**src/rtl/voq_queue_buffer.sv**
```systemverilog
// Virtual output queue buffer: one register-array FIFO per destination port, with
// registered almost-full backpressure, one-cycle registered read ports and a drop counter.
`ifndef PORT_NUB_TOTAL
`define PORT_NUB_TOTAL 4
`endif
`ifndef DATA_WIDTH
`define DATA_WIDTH 8
`endif

module voq_queue_buffer #(
   parameter int unsigned PORT_NUB   = `PORT_NUB_TOTAL,
   parameter int unsigned DATA_WIDTH = `DATA_WIDTH,
   parameter int unsigned DEPTH      = 16,
   parameter int unsigned AF_LEVEL   = DEPTH - 2,
   localparam int unsigned WIDTH_SEL  = (PORT_NUB > 1) ? $clog2(PORT_NUB) : 1,
   localparam int unsigned WIDTH_PORT = WIDTH_SEL + DATA_WIDTH,
   localparam int unsigned WIDTH_CNT  = $clog2(DEPTH) + 1,
   localparam int unsigned WIDTH_PTR  = $clog2(DEPTH)
) (
   input  logic                           clk,
   input  logic                           rst_n,
   input  logic                           valid_in,
   input  logic [WIDTH_PORT-1:0]          data_in,
   output logic                           voq_full_out,
   input  logic [PORT_NUB-1:0]            rd_req,
   output logic [PORT_NUB-1:0]            rd_valid,
   output logic [PORT_NUB*DATA_WIDTH-1:0] rd_data,
   output logic [PORT_NUB-1:0]            q_empty,
   output logic [15:0]                    drop_cnt
);

   logic [WIDTH_SEL-1:0]  wr_sel;
   logic [DATA_WIDTH-1:0] wr_payload;

   logic [DATA_WIDTH-1:0] mem_q    [PORT_NUB][DEPTH];
   logic [WIDTH_PTR-1:0]  wr_ptr_q [PORT_NUB];
   logic [WIDTH_PTR-1:0]  rd_ptr_q [PORT_NUB];
   logic [WIDTH_CNT-1:0]  cnt_q    [PORT_NUB];

   logic [PORT_NUB-1:0] wr_en;
   logic [PORT_NUB-1:0] rd_en;
   logic [PORT_NUB-1:0] af_hit;
   logic                drop;

   assign wr_sel     = data_in[WIDTH_PORT-1:DATA_WIDTH];
   assign wr_payload = data_in[DATA_WIDTH-1:0];

   // Full/empty decisions use the pre-cycle count, so a pop never frees room for a
   // same-cycle push into a full queue.
   always_comb begin
      wr_en   = '0;
      rd_en   = '0;
      af_hit  = '0;
      q_empty = '0;
      for (int unsigned q = 0; q < PORT_NUB; q++) begin
         wr_en[q]   = valid_in && (32'(wr_sel) == q) && (cnt_q[q] != WIDTH_CNT'(DEPTH));
         rd_en[q]   = rd_req[q] && (cnt_q[q] != '0);
         af_hit[q]  = (cnt_q[q] >= WIDTH_CNT'(AF_LEVEL));
         q_empty[q] = (cnt_q[q] == '0);
      end
      drop = valid_in && (wr_en == '0);
   end

   always_ff @(posedge clk or negedge rst_n) begin
      if (!rst_n) begin
         for (int unsigned q = 0; q < PORT_NUB; q++) begin
            wr_ptr_q[q] <= '0;
            rd_ptr_q[q] <= '0;
            cnt_q[q]    <= '0;
         end
         rd_valid     <= '0;
         rd_data      <= '0;
         voq_full_out <= 1'b0;
         drop_cnt     <= '0;
      end else begin
         for (int unsigned q = 0; q < PORT_NUB; q++) begin
            if (wr_en[q]) begin
               wr_ptr_q[q] <= wr_ptr_q[q] + WIDTH_PTR'(1);
            end
            if (rd_en[q]) begin
               rd_ptr_q[q]                        <= rd_ptr_q[q] + WIDTH_PTR'(1);
               rd_data[q*DATA_WIDTH +: DATA_WIDTH] <= mem_q[q][rd_ptr_q[q]];
            end
            if (wr_en[q] && !rd_en[q]) begin
               cnt_q[q] <= cnt_q[q] + WIDTH_CNT'(1);
            end else if (!wr_en[q] && rd_en[q]) begin
               cnt_q[q] <= cnt_q[q] - WIDTH_CNT'(1);
            end
         end
         rd_valid     <= rd_en;
         voq_full_out <= |af_hit;
         if (drop && (drop_cnt != 16'hFFFF)) begin
            drop_cnt <= drop_cnt + 16'd1;
         end
      end
   end

   // Payload storage carries no reset; validity is tracked by the pointers and counts.
   always_ff @(posedge clk) begin
      for (int unsigned q = 0; q < PORT_NUB; q++) begin
         if (wr_en[q]) begin
            mem_q[q][wr_ptr_q[q]] <= wr_payload;
         end
      end
   end

endmodule

```
**config.mk**
```make
export PLATFORM = sky130hd
export DESIGN_NAME = voq_queue_buffer
export DESIGN_NICKNAME = d
export VERILOG_FILES = /design/src/rtl/voq_queue_buffer.sv
export SDC_FILE = /design/constraint.sdc
export NUM_CORES = 1
export LEC_CHECK = 0
export CAP_MARGIN = 25
export CORE_UTILIZATION = 55
export CTS_CLUSTER_SIZE = 28
export DETAILED_ROUTE_END_ITERATION = 6
export PLACE_DENSITY = 0.75
export RECOVER_POWER = 50
export SETUP_SLACK_MARGIN = 0.4
export SLEW_MARGIN = 10
export SYNTH_ARGS = -nofsm -noshare
export SYNTH_HDL_FRONTEND = slang
export SYNTH_SLANG_ARGS = --single-unit
export TNS_END_PERCENT = 50
```
**constraint.sdc**
```tcl
create_clock -name clk -period 4.2 [get_ports clk]
set_clock_uncertainty 0.1 [all_clocks]
set_input_delay 0.42 -clock clk [delete_from_list [all_inputs] [get_ports clk]]
set_output_delay 0.42 -clock clk [all_outputs]
set_load 0.02 [all_outputs]
```
==> results.txt <==
----------------------------------------------------
[Worst setup path]
  Arrival time of data at the critical path endpoint ... 3.96 ns
  CP max stage delay ... 0.90 ns
  Critical path endpoint category ... flop
  Worst EP required ... 4.62 ns
  Maximum net fanout on the critical path ... 9
  Bufs and invs on worst path ... 2
  Worst path cell trace ... dlygate4sd3_1, nand2b_1, a211oi_1, ha_1, inv_1, ha_1, nor2b_1, o21a_1, or3_1, a21oi_1, xor2_1
  Worst setup SP type ... primary input
  Start-to-end type of the worst setup path ... primary input to flop
  Top Family by Delay on Critical Path ... compound AO/OA/AOI/OAI gates
  Cell with the largest stage delay on the worst path ... sky130_fd_sc_hd__a211oi_1
  Most numerous cell on the critical path ... sky130_fd_sc_hd__ha_1

[Yosys]
  Mapped Avg Cell Area ... 18.48 sq um
  Warnings from Yosys ... 0
  Net count after synthesis ... 1402
  Prevailing post-synth register cell ... sky130_fd_sc_hd__edfxtp_1
  Total standard cell area after synthesis ... 24800 sq um
  Multiplexer fraction of the synthesized cell area ... 0.1451
  Dominant combinational cell family by area after synthesis ... multiplexers
  Cell taking the most area after synthesis ... sky130_fd_sc_hd__edfxtp_1
  Dominant cells by area after synthesis ... sky130_fd_sc_hd__edfxtp_1, sky130_fd_sc_hd__mux4_2, sky130_fd_sc_hd__dfrtp_1
  EDFF count, synth ... 512
  Proportion of synthesized flip-flops having asynchronous set or reset ... 0.1702
  Number of distinct standard cells referenced by the synthesized netlist ... 44
  Post-synthesis adder-cell area fraction ... 0.02291
  Seq cells post-synth ... 617
  Share of Yosys cell area claimed by the top area cell type ... 0.6200
  Share of synthesized cell area in and, or, nand and nor gates ... 0.04894
  Post-Synthesis Cells ... 1342
  Fraction of the mapped netlist area in compound gates ... 0.02321
  Part of the Yosys area used for sequential elements ... 0.7260
  Area share of xor/xnor cells in the synthesized design ... 0.01943

[Clocking]
  Clock insertion delay at the later pin of the skew report ... 0.60 ns
  Clock tree root driver cell ... sky130_fd_sc_hd__clkbuf_16
  Clock sink count ... 617
  Clock transition time at the flip-flop clock pins of the worst setup and hold paths ... 0.07 ns
  CTS tree ... yes
  Clk buf depth ... 3
  Clock H-tree levels ... 2
  Number of clock buffers inserted by TritonCTS ... 58

[Power]
  Sw frac ... 0.3031
  Clock network fraction of total power ... 0.272
  Worst vdd ir ... 0.3324 mV
  Power per unit of standard cell area ... 632.8 nW/um^2
  Power Internal ... 12390 uW
  Switching component of the power ... 5388 uW
  Leakage dissipation ... 0.009607 uW
  Combinational power share ... 0.266
  Portion of total power attributed to sequential cells ... 0.462
  Total Power ... 17780 uW

[Timing]
  Sum of negative setup slack ... 0 ns
  Final min period ... 3.543 ns
  Setup-violating endpoint count in the final report ... 0
  Headroom to the max-slew limit ... -1.121
  Final Cycle Share ... 0.8436
  Setup repair after global routing missed its margin ... no
  FMAX ... 282.2 MHz
  Final number of hold-violating endpoints ... 0
  Final Slew Violations ... 416
  Worst-margin pin slew ... 3.181 ns

[Cells and area]
  Total of fill cells in the finished design ... 3036
  Net count of the finished layout ... 1523
  Number of cells in the finished layout apart from fillers ... 2103
  Syn-to-layout area delta ... 13.28%
  Count of inserted antenna diode cells ... 0
  Commonest cells after routing, fill and taps aside ... sky130_fd_sc_hd__edfxtp_1, sky130_fd_sc_hd__mux4_2, sky130_fd_sc_hd__dfrtp_1
  Most common cell after layout, fill and taps aside ... sky130_fd_sc_hd__edfxtp_1
  Fraction of final layout cells sized beyond drive strength 1 ... 0.1767

[Drt]
  Detailed Route Iter0 Violations ... 1080
  DRT Pass-1 Iters ... 5
  Remaining routing DRC violations ... 0
  Vias after detailed routing ... 12620
  Detailed-route vias per instance ... 5.999
  Final Routed Wirelength ... 50130 um
  Drt wl/cell ... 23.83 um
  Remaining antenna violation count after routing ... 0

[Floorplan]
  Starting density of the core ... 0.5595
  Die Span X ... 214.3 um
  Die footprint ... 45940 sq um
  Die H ... 214.3 um
  Area of the placeable core ... 44320 sq um
  Row count ... 77
  I/O pin total ... 74

[Global route]
  Global-route wire length before repair ... 78280 um
  Overall global routing resource usage ... 0.2252
  Number of antenna violations at the first check in global routing ... 0
  Global-route congestion overflow total ... 0
  Number of global-route vias before repair ... 13010
  Largest net degree at the start of global routing ... 65

[Placed design]
  Count of buffers inserted at the top-level ports ... 73
  Post-DP HPWL ... 30750 um
  Final Wtd Congestion ... 0.7909
  Number of instances in the placed design ... 1990

[Run status]
  Status ... finished, violations left
  Failing checks ... max-capacitance violations, max-slew violations

[Job]
  Max-cap violations ... 9

[Worst hold path]
  Worst min-delay path class ... primary input to asynchronous set/reset pin

----------------------------------------------------
[metrics by stage]
step	area, sq um	setup slack [ns]	hold slack, ns	utilization
6_report	28090	0.6568	0.3153	0.6339
4_1_cts	28100	0.9592	0.1731	0.6340
5_1_grt	28090	0.4299	0.3738	0.6339
3_3_place_gp	26300	0.6313	0.3952	0.5934
3_5_place_dp	26340	0.5703	0.3920	0.5943
2_1_floorplan	24800	1.014	0.02441	-
[layout make-up]
| type | instances | area (sq um) | area share |
|---|---|---|---|
| multi-input cells | 639 | 6415 | 0.2284 |
| clock inverters | 28 | 162.7 | 0.005790 |
| repair buffers | 126 | 1101 | 0.03920 |
| clock buffers | 80 | 1585 | 0.05643 |
| flip-flops and latches | 617 | 18010 | 0.6410 |
| inverters | 21 | 78.83 | 0.002806 |
| well taps | 592 | 740.7 | 0.02637 |
[power groups by stage]
| stage | logic [uW] | clock network (uW) | registers, uW |
|---|---|---|---|
| after floorplan | 3560 | 0 | 7830 |
| after global placement | 4330 | 0 | 8510 |
| after detailed placement | 4450 | 0 | 8530 |
| after CTS | 4470 | 4940 | 8410 |
| after global routing | 5130 | 5170 | 8320 |
| final | 4720 | 4840 | 8220 |
[worst paths after layout]
| kind | end | cells after the start | slack, ns | start |
|---|---|---|---|---|
| min in group clk | rd_data[5] | 1 | 0.40 | rd_data[5] |
| max in group asynchronous | rd_ptr_q[0] | 3 | 1.29 | rst_n |
| max | cnt_q[14] | 11 | 0.66 | valid_in |
| max reg2reg | cnt_q[14] | 10 | 0.78 | cnt_q[12] |
| min | rd_data[21] | 2 | 0.32 | rst_n |
| min reg2reg | rd_data[5] | 1 | 0.40 | rd_data[5] |
[layer usage]
metal / vias up / wire length (um) / part of all wire / GRT usage
met5: - / 0 / 0 / 0
met4: 0 / 1197 / 0.024 / 0.06857
met3: 82 / 2887 / 0.058 / 0.03447
met2: 396 / 24720 / 0.49 / 0.3602
met1: 6606 / 21320 / 0.43 / 0.3243
li1: 5531 / - / - / -
[logic make-up after synthesis]
logic type	after synthesis
DFF	617
and+or+nand+nor	247
muxes	198
AOI/OAI and AO/OA	96
buffers and inverters	86
xor gates and xnor gates	55
adders and majority gates	43
[cells in the mapped netlist, types with 9 or more instances]
cell type and count:
sky130_fd_sc_hd__edfxtp_1 512, sky130_fd_sc_hd__mux4_2 128, sky130_fd_sc_hd__dfrtp_1 105, sky130_fd_sc_hd__nor2_1 65
sky130_fd_sc_hd__mux2i_1 64, sky130_fd_sc_hd__nand2_1 63, sky130_fd_sc_hd__nor3_1 55, sky130_fd_sc_hd__ha_1 39
sky130_fd_sc_hd__o21ai_0 38, sky130_fd_sc_hd__xnor2_1 35, sky130_fd_sc_hd__a21oi_1 30, sky130_fd_sc_hd__buf_2 28
sky130_fd_sc_hd__clkbuf_1 28, sky130_fd_sc_hd__xor2_1 20, sky130_fd_sc_hd__inv_1 18, sky130_fd_sc_hd__nand4_1 16
sky130_fd_sc_hd__nand3_1 11, sky130_fd_sc_hd__a211o_1 10, sky130_fd_sc_hd__buf_1 9, sky130_fd_sc_hd__nand2b_1 9
[state kept, by name (all words and copies together), names as in the netlist]
name and cells:
cnt_q 20, drop_cnt 16, mem_q 512, rd_data 32
rd_ptr_q 16, rd_valid 4, voq_full_out 1, wr_ptr_q 16
[repair_timing]
action	4_1_cts	5_1_grt
hold endpoints to repair	50	0
gates resized for setup	0	0
endpoints found under the setup margin	0	0
hold buffers	1	0
setup buffers	0	0
[worst register-to-register path: stages, from the launching register on]
cell and delay, ns:
sky130_fd_sc_hd__dfrtp_1 0.48, sky130_fd_sc_hd__nor4_2 0.10, sky130_fd_sc_hd__a211oi_1 0.90, sky130_fd_sc_hd__ha_1 0.36
sky130_fd_sc_hd__inv_1 0.13, sky130_fd_sc_hd__ha_1 0.32, sky130_fd_sc_hd__nor2b_1 0.14, sky130_fd_sc_hd__o21a_1 0.17
sky130_fd_sc_hd__or3_1 0.30, sky130_fd_sc_hd__a21oi_1 0.19, sky130_fd_sc_hd__xor2_1 0.15
No activity file was read; power rests on OpenSTA's default activity.
